===== config.mk =====
export PLATFORM = sky130hd
export DESIGN_NAME = rr_arb32_idx_flat
export DESIGN_NICKNAME = d
export VERILOG_FILES = /design/src/rtl/rr_arb32_idx_if.sv /design/src/rtl/rr_arb32_idx.sv /design/src/flat_wrapper.sv
export SDC_FILE = /design/constraint.sdc
export NUM_CORES = 1
export LEC_CHECK = 0
export ABC_AREA = 1
export CAP_MARGIN = 20
export CORE_MARGIN = 2
export CORE_UTILIZATION = 26
export CTS_CLUSTER_SIZE = 24
export DETAILED_ROUTE_END_ITERATION = 6
export GPL_ROUTABILITY_DRIVEN = 0
export GPL_TIMING_DRIVEN = 0
export SLEW_MARGIN = 20
export SYNTH_ARGS = -nofsm -noshare
export SYNTH_HDL_FRONTEND = slang
export SYNTH_SLANG_ARGS = --single-unit

===== constraint.sdc =====
create_clock -name clk -period 6.4 [get_ports clk]
set_clock_uncertainty 0.15 [all_clocks]
set_input_delay 1.28 -clock clk [delete_from_list [all_inputs] [get_ports clk]]
set_output_delay 1.28 -clock clk [all_outputs]
set_load 0.01 [all_outputs]

===== src/rtl/rr_arb32_idx_if.sv =====
// rr_arb32_idx_if: request/grant bundle between 32 requesters and the round-robin arbiter
interface rr_arb32_idx_if;
  logic [31:0] req;
  logic        done;
  logic [4:0]  idx;
  logic        en;
  logic        timeout;
  modport master (output req, output done, input idx, input en, input timeout);
  modport slave  (input req, input done, output idx, output en, output timeout);
endinterface


===== src/rtl/rr_arb32_idx.sv =====
// rr_arb32_idx: round-robin arbiter over 32 requesters with registered grant index and hold watchdog
module rr_arb32_idx #(
  parameter int TIMEOUT = 16
) (
  input logic           clk,
  input logic           rst,
  rr_arb32_idx_if.slave bus
);
  localparam int CW = (TIMEOUT > 2) ? $clog2(TIMEOUT) : 1;
  localparam logic [CW-1:0] CMAX = CW'(TIMEOUT - 1);
  localparam logic [0:0] IDLE = 1'b0;
  localparam logic [0:0] GRANT = 1'b1;
  logic [0:0]    state;
  logic [4:0]    ptr;
  logic [4:0]    pos;
  logic [CW-1:0] cnt;
  // distance from ptr to the first requester at or after it, wrapping mod 32
  always_comb begin
    pos = '0;
    for (int i = 31; i >= 0; i--)
      if (bus.req[ptr + 5'(i)]) pos = 5'(i);
  end
  always_ff @(posedge clk) begin
    if (rst) begin
      state       <= IDLE;
      ptr         <= '0;
      cnt         <= '0;
      bus.idx     <= '0;
      bus.en      <= 1'b0;
      bus.timeout <= 1'b0;
    end else begin
      bus.timeout <= 1'b0;
      if (state == IDLE) begin
        if (|bus.req) begin
          state   <= GRANT;
          bus.idx <= ptr + pos;
          bus.en  <= 1'b1;
          cnt     <= '0;
        end
      end else if (bus.done || cnt == CMAX) begin
        state       <= IDLE;
        bus.en      <= 1'b0;
        ptr         <= bus.idx + 5'd1;
        bus.timeout <= !bus.done;
      end else begin
        cnt <= cnt + 1'b1;
      end
    end
  end
endmodule


===== src/flat_wrapper.sv =====
// flat-port wrapper written by rule: the top's interface ports become plain ports
module rr_arb32_idx_flat 
#(
  parameter int TIMEOUT = 16
)
  (clk, rst, bus_req, bus_done, bus_idx, bus_en, bus_timeout);
  rr_arb32_idx_if bus_i ();
  input logic clk;
  input logic rst;
  input wire logic [$bits(bus_i.req)-1:0] bus_req;
  input wire logic [$bits(bus_i.done)-1:0] bus_done;
  output wire logic [$bits(bus_i.idx)-1:0] bus_idx;
  output wire logic [$bits(bus_i.en)-1:0] bus_en;
  output wire logic [$bits(bus_i.timeout)-1:0] bus_timeout;
  assign bus_i.req = bus_req;
  assign bus_i.done = bus_done;
  assign bus_idx = bus_i.idx;
  assign bus_en = bus_i.en;
  assign bus_timeout = bus_i.timeout;
  rr_arb32_idx #(.TIMEOUT(TIMEOUT)) u_core (.clk(clk), .rst(rst), .bus(bus_i));
endmodule

Yosys cells after proc, flatten, opt, wreduce, memory -nomap -nowiden. Index checks and enable logic that the tools add are counted.

Bits in registers: 17. Bits in latches: 0. RAM bits: 0. Bits in read-only memories: 0. Input port bits: 35. Output and inout bits: 7. Logic and storage cells: 191. Memories: 0.

Add/sub/neg operators: 34. Multipliers: 0. Div/mod/pow operators: 0. $lt $le $gt $ge: 32. Equal/unequal tests: 3. Shift operators: 0. Multiplexer cells: 105. Bitwise logic cells: 2. Reductions and logical operators: 9.

Operators with widths (count): $lt A5 B6 Y1 const B (32); $bmux W1 S5 (32); $mux W5 (32); $add A5 B5 Y5 const B (16); $add A5 B4 Y5 const B (8); $mux W1 (38); $reduce_or A32 Y1 (1); $add A5 B3 Y5 const B (4); $mux W4 (3); $add A5 B1 Y5 const B (2); $add A5 B2 Y5 const B (2); $reduce_and A2 Y1 (4); $add A5 B5 Y5 (1); $add A4 B1 Y4 const B (1); $eq A4 B4 Y1 const B (1); $ne A2 B2 Y1 const B (2); $reduce_or A3 Y1 (1); $not A1 Y1 (2); $reduce_bool A2 Y1 (1); $logic_not A1 Y1 (1); $logic_or A1 B1 Y1 (1).

Depth between registers and ports, before layout.
Depth after elaboration: 36. Mapped depth: 51.

Worst setup path after synthesis. OpenSTA, ideal clock, no wires.

Kind: reg2reg. Start: reg u_core.ptr[1]. End: reg u_core.bus.idx[4]. Data arrival time: 4.505 ns. Path slack: 1.629 ns. Cell stages (with the launch flop): 52. Buffers on the path: 4. Clock period less this slack: 4.771 ns. Path through: dfxtp_1 buf_4 inv_2 buf_2 ha_1 buf_4 inv_2 buf_4 nand3_1 nand3_1 nand3_1 nand3_1 nand2_1 nand2_1 nand2_1 nand2_1 nand2_1 nand2_1 (+16 left out) nand2_1 nand2_1 nand2_1 nand2_1 nand2_1 nand2_1 nand2_1 nand2_1 a21oi_2 ha_1 inv_1 fa_1 o21ai_0 xor2_1 xor2_1 nand2_1 o211ai_1 inv_1.

Cells in the longest elaborated chain, start to end: 36. Elaborated cells on any way between the ends: 128. Those cells by class: add/sub (32); mux (96).

Ends and longest elaborated chain: from (decl) (RTL line rr_arb32_idx.sv:14) `logic [4:0] ptr;`; from (signal assigned) (RTL line rr_arb32_idx.sv:43) `ptr <= bus.idx + 5'd1;`; $add A5 B5 Y5 (RTL line rr_arb32_idx.sv:21) `if (bus.req[ptr + 5'(i)]) pos = 5'(i);`; $bmux W1 S5 (RTL line rr_arb32_idx.sv:21); $mux W1 (not written as such) (RTL line rr_arb32_idx.sv:21); $mux W5 (32 in a row) (RTL line rr_arb32_idx.sv:21); $add A5 B5 Y5 (*) (RTL line rr_arb32_idx.sv:36) `bus.idx <= ptr + pos;`; to (signal assigned) (RTL line rr_arb32_idx.sv:36); to (decl) (RTL line rr_arb32_idx_if.sv:9) `modport slave (input req, input done, output idx, output en, output timeout);`.

Every way passes the cells marked *; elsewhere a longest branch is shown, timed or not. The select of a mux whose other input is x is not followed. A chain may end at the register's enable or synchronous reset.

Worst setup path after layout.
Start: in bus_req[0]. End: reg u_core.bus.idx[4].

Cells in the longest elaborated chain, start to end: 35. Elaborated cells on any way between the ends: 99. Those cells by class: add/sub (1); mux (96); reduce/logical (2).

Ends and longest elaborated chain: from (decl) (RTL line flat_wrapper.sv:10) `input wire logic [$bits(bus_i.req)-1:0] bus_req;`; $bmux W1 S5 (RTL line rr_arb32_idx.sv:21); $mux W1 (not written as such) (RTL line rr_arb32_idx.sv:21); $mux W5 (32 in a row) (RTL line rr_arb32_idx.sv:21); $add A5 B5 Y5 (RTL line rr_arb32_idx.sv:36).

Parallel ways exist; a longest one is shown, timed or not. The select of a mux whose other input is x is not followed.

==> summary.md <==
| Metric | Value |
|---|---|
| Largest family of logic cells by synthesized area | `simple AND/OR/NAND/NOR gates` |
| TritonCTS Sinks | `17` |
| Full die area | `0.0153 sq mm` |
| Top cells by area, synth | `nand2_1, nand3_1, dfxtp_1` |
| Avg WL per Cell | `15.0 um` |
| Initial detailed-routing violation count | `364` |
| Seq cells post-synth | `17` |
| Leak pwr | `2.17 nW` |
| Crit-path leading delay family | `simple AND/OR/NAND/NOR gates` |
| IO Pins | `42` |
| Post-route ant nets | `0` |
| Post-CTS resize count | `0` |
| Highest achievable clock rate | `172 MHz` |
| Clk slew on worst S/H paths | `50 ps` |
| Port bufs | `41` |
| Max_slew headroom | `68.7%` |
| Global-route wire length before repair | `21.9 mm` |
| Register area | `340 sq um` |
| Worst r2r dst | `u_core.bus.idx[4]` |
| Crit Path Class | `input port to flop` |
| Fin nets | `770` |
| Postcts setup bufs | `0` |
| Hold Path End | `u_core.cnt[2]` |
| Initial antenna violation count | `0` |
| MaxCap Viol Count | `0` |
| Clock period minus worst slack | `5830 ps` |
| Critical-path maximum fanout | `3` |
| Post-layout worst setup margin | `573 ps` |
| Hold Crit Class | `flop to flop` |
| GRT Residual Overflow | `0` |
| Die W | `124 um` |
| Antenna cells | `0` |
| DR vias | `4,560` |
| Post-synthesis adder-cell area fraction | `6.94%` |
| Wirelength, routed | `13.4 mm` |
| DR vias/cell | `5.10` |
| Core box area | `0.0139 sq mm` |
| Fin Hold WS | `332 ps` |
| Worst Reg2Reg Path Length in Cells | `46` |
| Gate Count Post-Synth | `669` |
| Initial core utilization | `26.7%` |
| Hold Path Origin | `u_core.cnt[2]` |
| Vias in the first global route | `4,271` |
| Area share of the largest cell type after synthesis | `20.1%` |
| Tcrit/Tclk final | `91.0%` |
| Fin. Hold Viols | `0` |
| Number of synthesized flops with an enable pin | `0` |
| CTS buffer count | `3` |
| Post-synth top area cell | `nand2_1` |
| CP bufs+invs | `3` |
| Fin. max-slew vios | `0` |
| XOR/XNOR Fraction of Synth Area | `6.33%` |
| Mapped Area | `0.00372 sq mm` |
| Place WS | `319 ps` |
| R2r setup slk | `680 ps` |
| Cell variety after synth | `41` |
| Worst path most repeated cell | `nand2_1` |
| Hold path cells | `2` |
| Cts-stage hold buffer count | `0` |
| First-pass iteration count of the detailed router | `6` |
| Fill cell count | `1,545` |
| Outcome | `finished clean` |
| YS warnings | `0` |
| Sequential-to-total area share from yosys stat | `9.16%` |
| Share of layout cells above drive strength 1 | `8.96%` |
| Compound-Gate Fraction of Synth Area | `15.7%` |
| Critical path data required time | `6390 ps` |
| Predominant post-synthesis flop cell | `dfxtp_1` |
| Multiplexer share of the synthesized area | `1.08%` |
| Final Core Density | `31.9%` |
| Post-DP HPWL | `11.0 mm` |
| CTS tree | `built` |
| Area grow syn2layout | `19.6%` |
| Row count | `43` |
| Critical Path Max Stage Delay | `540 ps` |
| Slew @ Worst Pin | `468 ps` |
| Simple-gate area share of the yosys netlist | `49.6%` |
| Multi-input logic area | `0.00297 sq mm` |
| RSZ-0062 raised after global routing | `false` |
| Die Y | `124 um` |
| Peak supply drop | `189 uV` |
| Syn nets | `724` |
| Critical Path Source Type | `input port` |
| Clk_lat worst skew | `250 ps` |
| Clock Path Buffers | `2` |
| Fin Setup TNS | `0 ps` |
| Worst setup EP type | `flop` |
| Crit-path slowest cell | `clkdlybuf4s50_1` |
| Worst EP arrival | `5820 ps` |
| H-tree depth | `1` |
| Avg Inst Size Synth | `5.55 sq um` |
| Post-synthesis async set-or-reset flop share | `0%` |
| Final setup fails | `0` |
| Largest net degree at the start of global routing | `16` |
| Root buffer cell | `clkbuf_16` |
| PwrDens | `186 mW/mm^2` |
| All-Layer GR Usage | `18.5%` |
| Number of remaining DRC errors | `0` |
| Crit Reg-Reg Startpoint | `u_core.ptr[1]` |
[final cells by class]
class / count / area share [%]
Clock inverter: 1 / 0.113
Timing Repair Buffer: 41 / 9.23
Clock buffer: 3 / 1.69
Sequential cell: 17 / 7.66
Tap cell: 180 / 5.07
Buffer: 23 / 3.91
Inverter: 65 / 5.49
Multi-Input combinational cell: 564 / 66.8
[stage by stage]
step / area [sq um] / total power, mW / cells
after floorplan: 3720 / 0.527 / 669
after global placement: 4350 / 0.691 / 890
after detailed placement: 4350 / 0.691 / 890
after CTS: 4430 / 0.819 / 894
after global routing: 4440 / 0.911 / 894
final: 4440 / 0.826 / 894
[power by group]
group	switching (mW)	internal (mW)	total [mW]
sequential	0.00896	0.113	0.122
clock	0.0398	0.0835	0.123
combinational	0.375	0.206	0.581
total	0.423	0.403	0.826
[Yosys cell counts (all sizes together) (2+ instances only)]
master,number
nor4,8
o22ai,4
o211ai,2
buf,21
o21a,5
nand3,140
xor2,22
clkbuf,2
xnor2,4
o21bai,4
dfxtp,17
ha,19
clkinv,2
o21ai,40
inv,63
a21oi,16
a21o,5
mux2i,4
nor2,45
nand4,3
a31oi,18
nand2,219
[layout by cell type (no fill, tap or decap), types with 5 or more instances in the layout]
master           Yosys  layout
nor2_1              44      44
inv_2                7       7
a21o_1               5       5
xor2_1              21      21
dfxtp_1             17      17
nand2_2             19      19
clkdlybuf4s50_1      0      41
a21oi_1             14      14
buf_4                8       8
o21ai_0             34      33
ha_1                19      19
o21a_1               5       5
inv_1               56      56
nor4_1               8       8
nand2_1            199     199
buf_2                9       9
a31oi_1             18      16
nand3_1            136     136
o21ai_1              5       6
[worst max path at each step]
stage	startpoint	endpoint	slack, ps	depth (start not counted)
after floorplan	u_core.ptr[1]	u_core.bus.idx[4]	1630	51
after global placement	bus_req[0]	u_core.bus.idx[4]	290	41
after detailed placement	bus_req[0]	u_core.bus.idx[4]	320	41
after CTS	bus_req[0]	u_core.bus.idx[4]	560	41
after global routing	u_core.ptr[1]	u_core.bus.idx[4]	50	51
final	bus_req[0]	u_core.bus.idx[4]	570	44
[worst reg2reg max path: cells and delay by family, from the launching register on]
kind / cells / cell delay, ps
simple gates: 29 / 1700
fa+ha+maj: 3 / 920
compound gates: 5 / 930
xor+xnor: 2 / 400
flops: 1 / 460
buf+inv: 7 / 1070
[sequential cells by signal, summed over array words and instances, names as in the netlist]
name                flops
u_core.bus.idx          5
u_core.state            1
u_core.cnt              4
u_core.bus.timeout      1
u_core.bus.en           1
u_core.ptr              5
[routing by layer]
| layer | track usage, % | vias to the layer above | share of wire [%] |
|---|---|---|---|
| met5 | 0 | - | 0 |
| met4 | 4.76 | 0 | 2.6 |
| met3 | 1.20 | 25 | 4.8 |
| met2 | 31.9 | 145 | 46 |
| met1 | 24.9 | 2060 | 46 |
| li1 | - | 2330 | - |
[logic make-up after synthesis]
logic type                 count (synthesis)
muxes                                      4
and+or+nand+nor                          416
AOI/OAI and AO/OA                         98
adders and majority gates                 20
xor gates and xnor gates                  26
DFF                                       17
buffers and inverters                     88
Note: power is estimated with default switching activity, not from simulation.
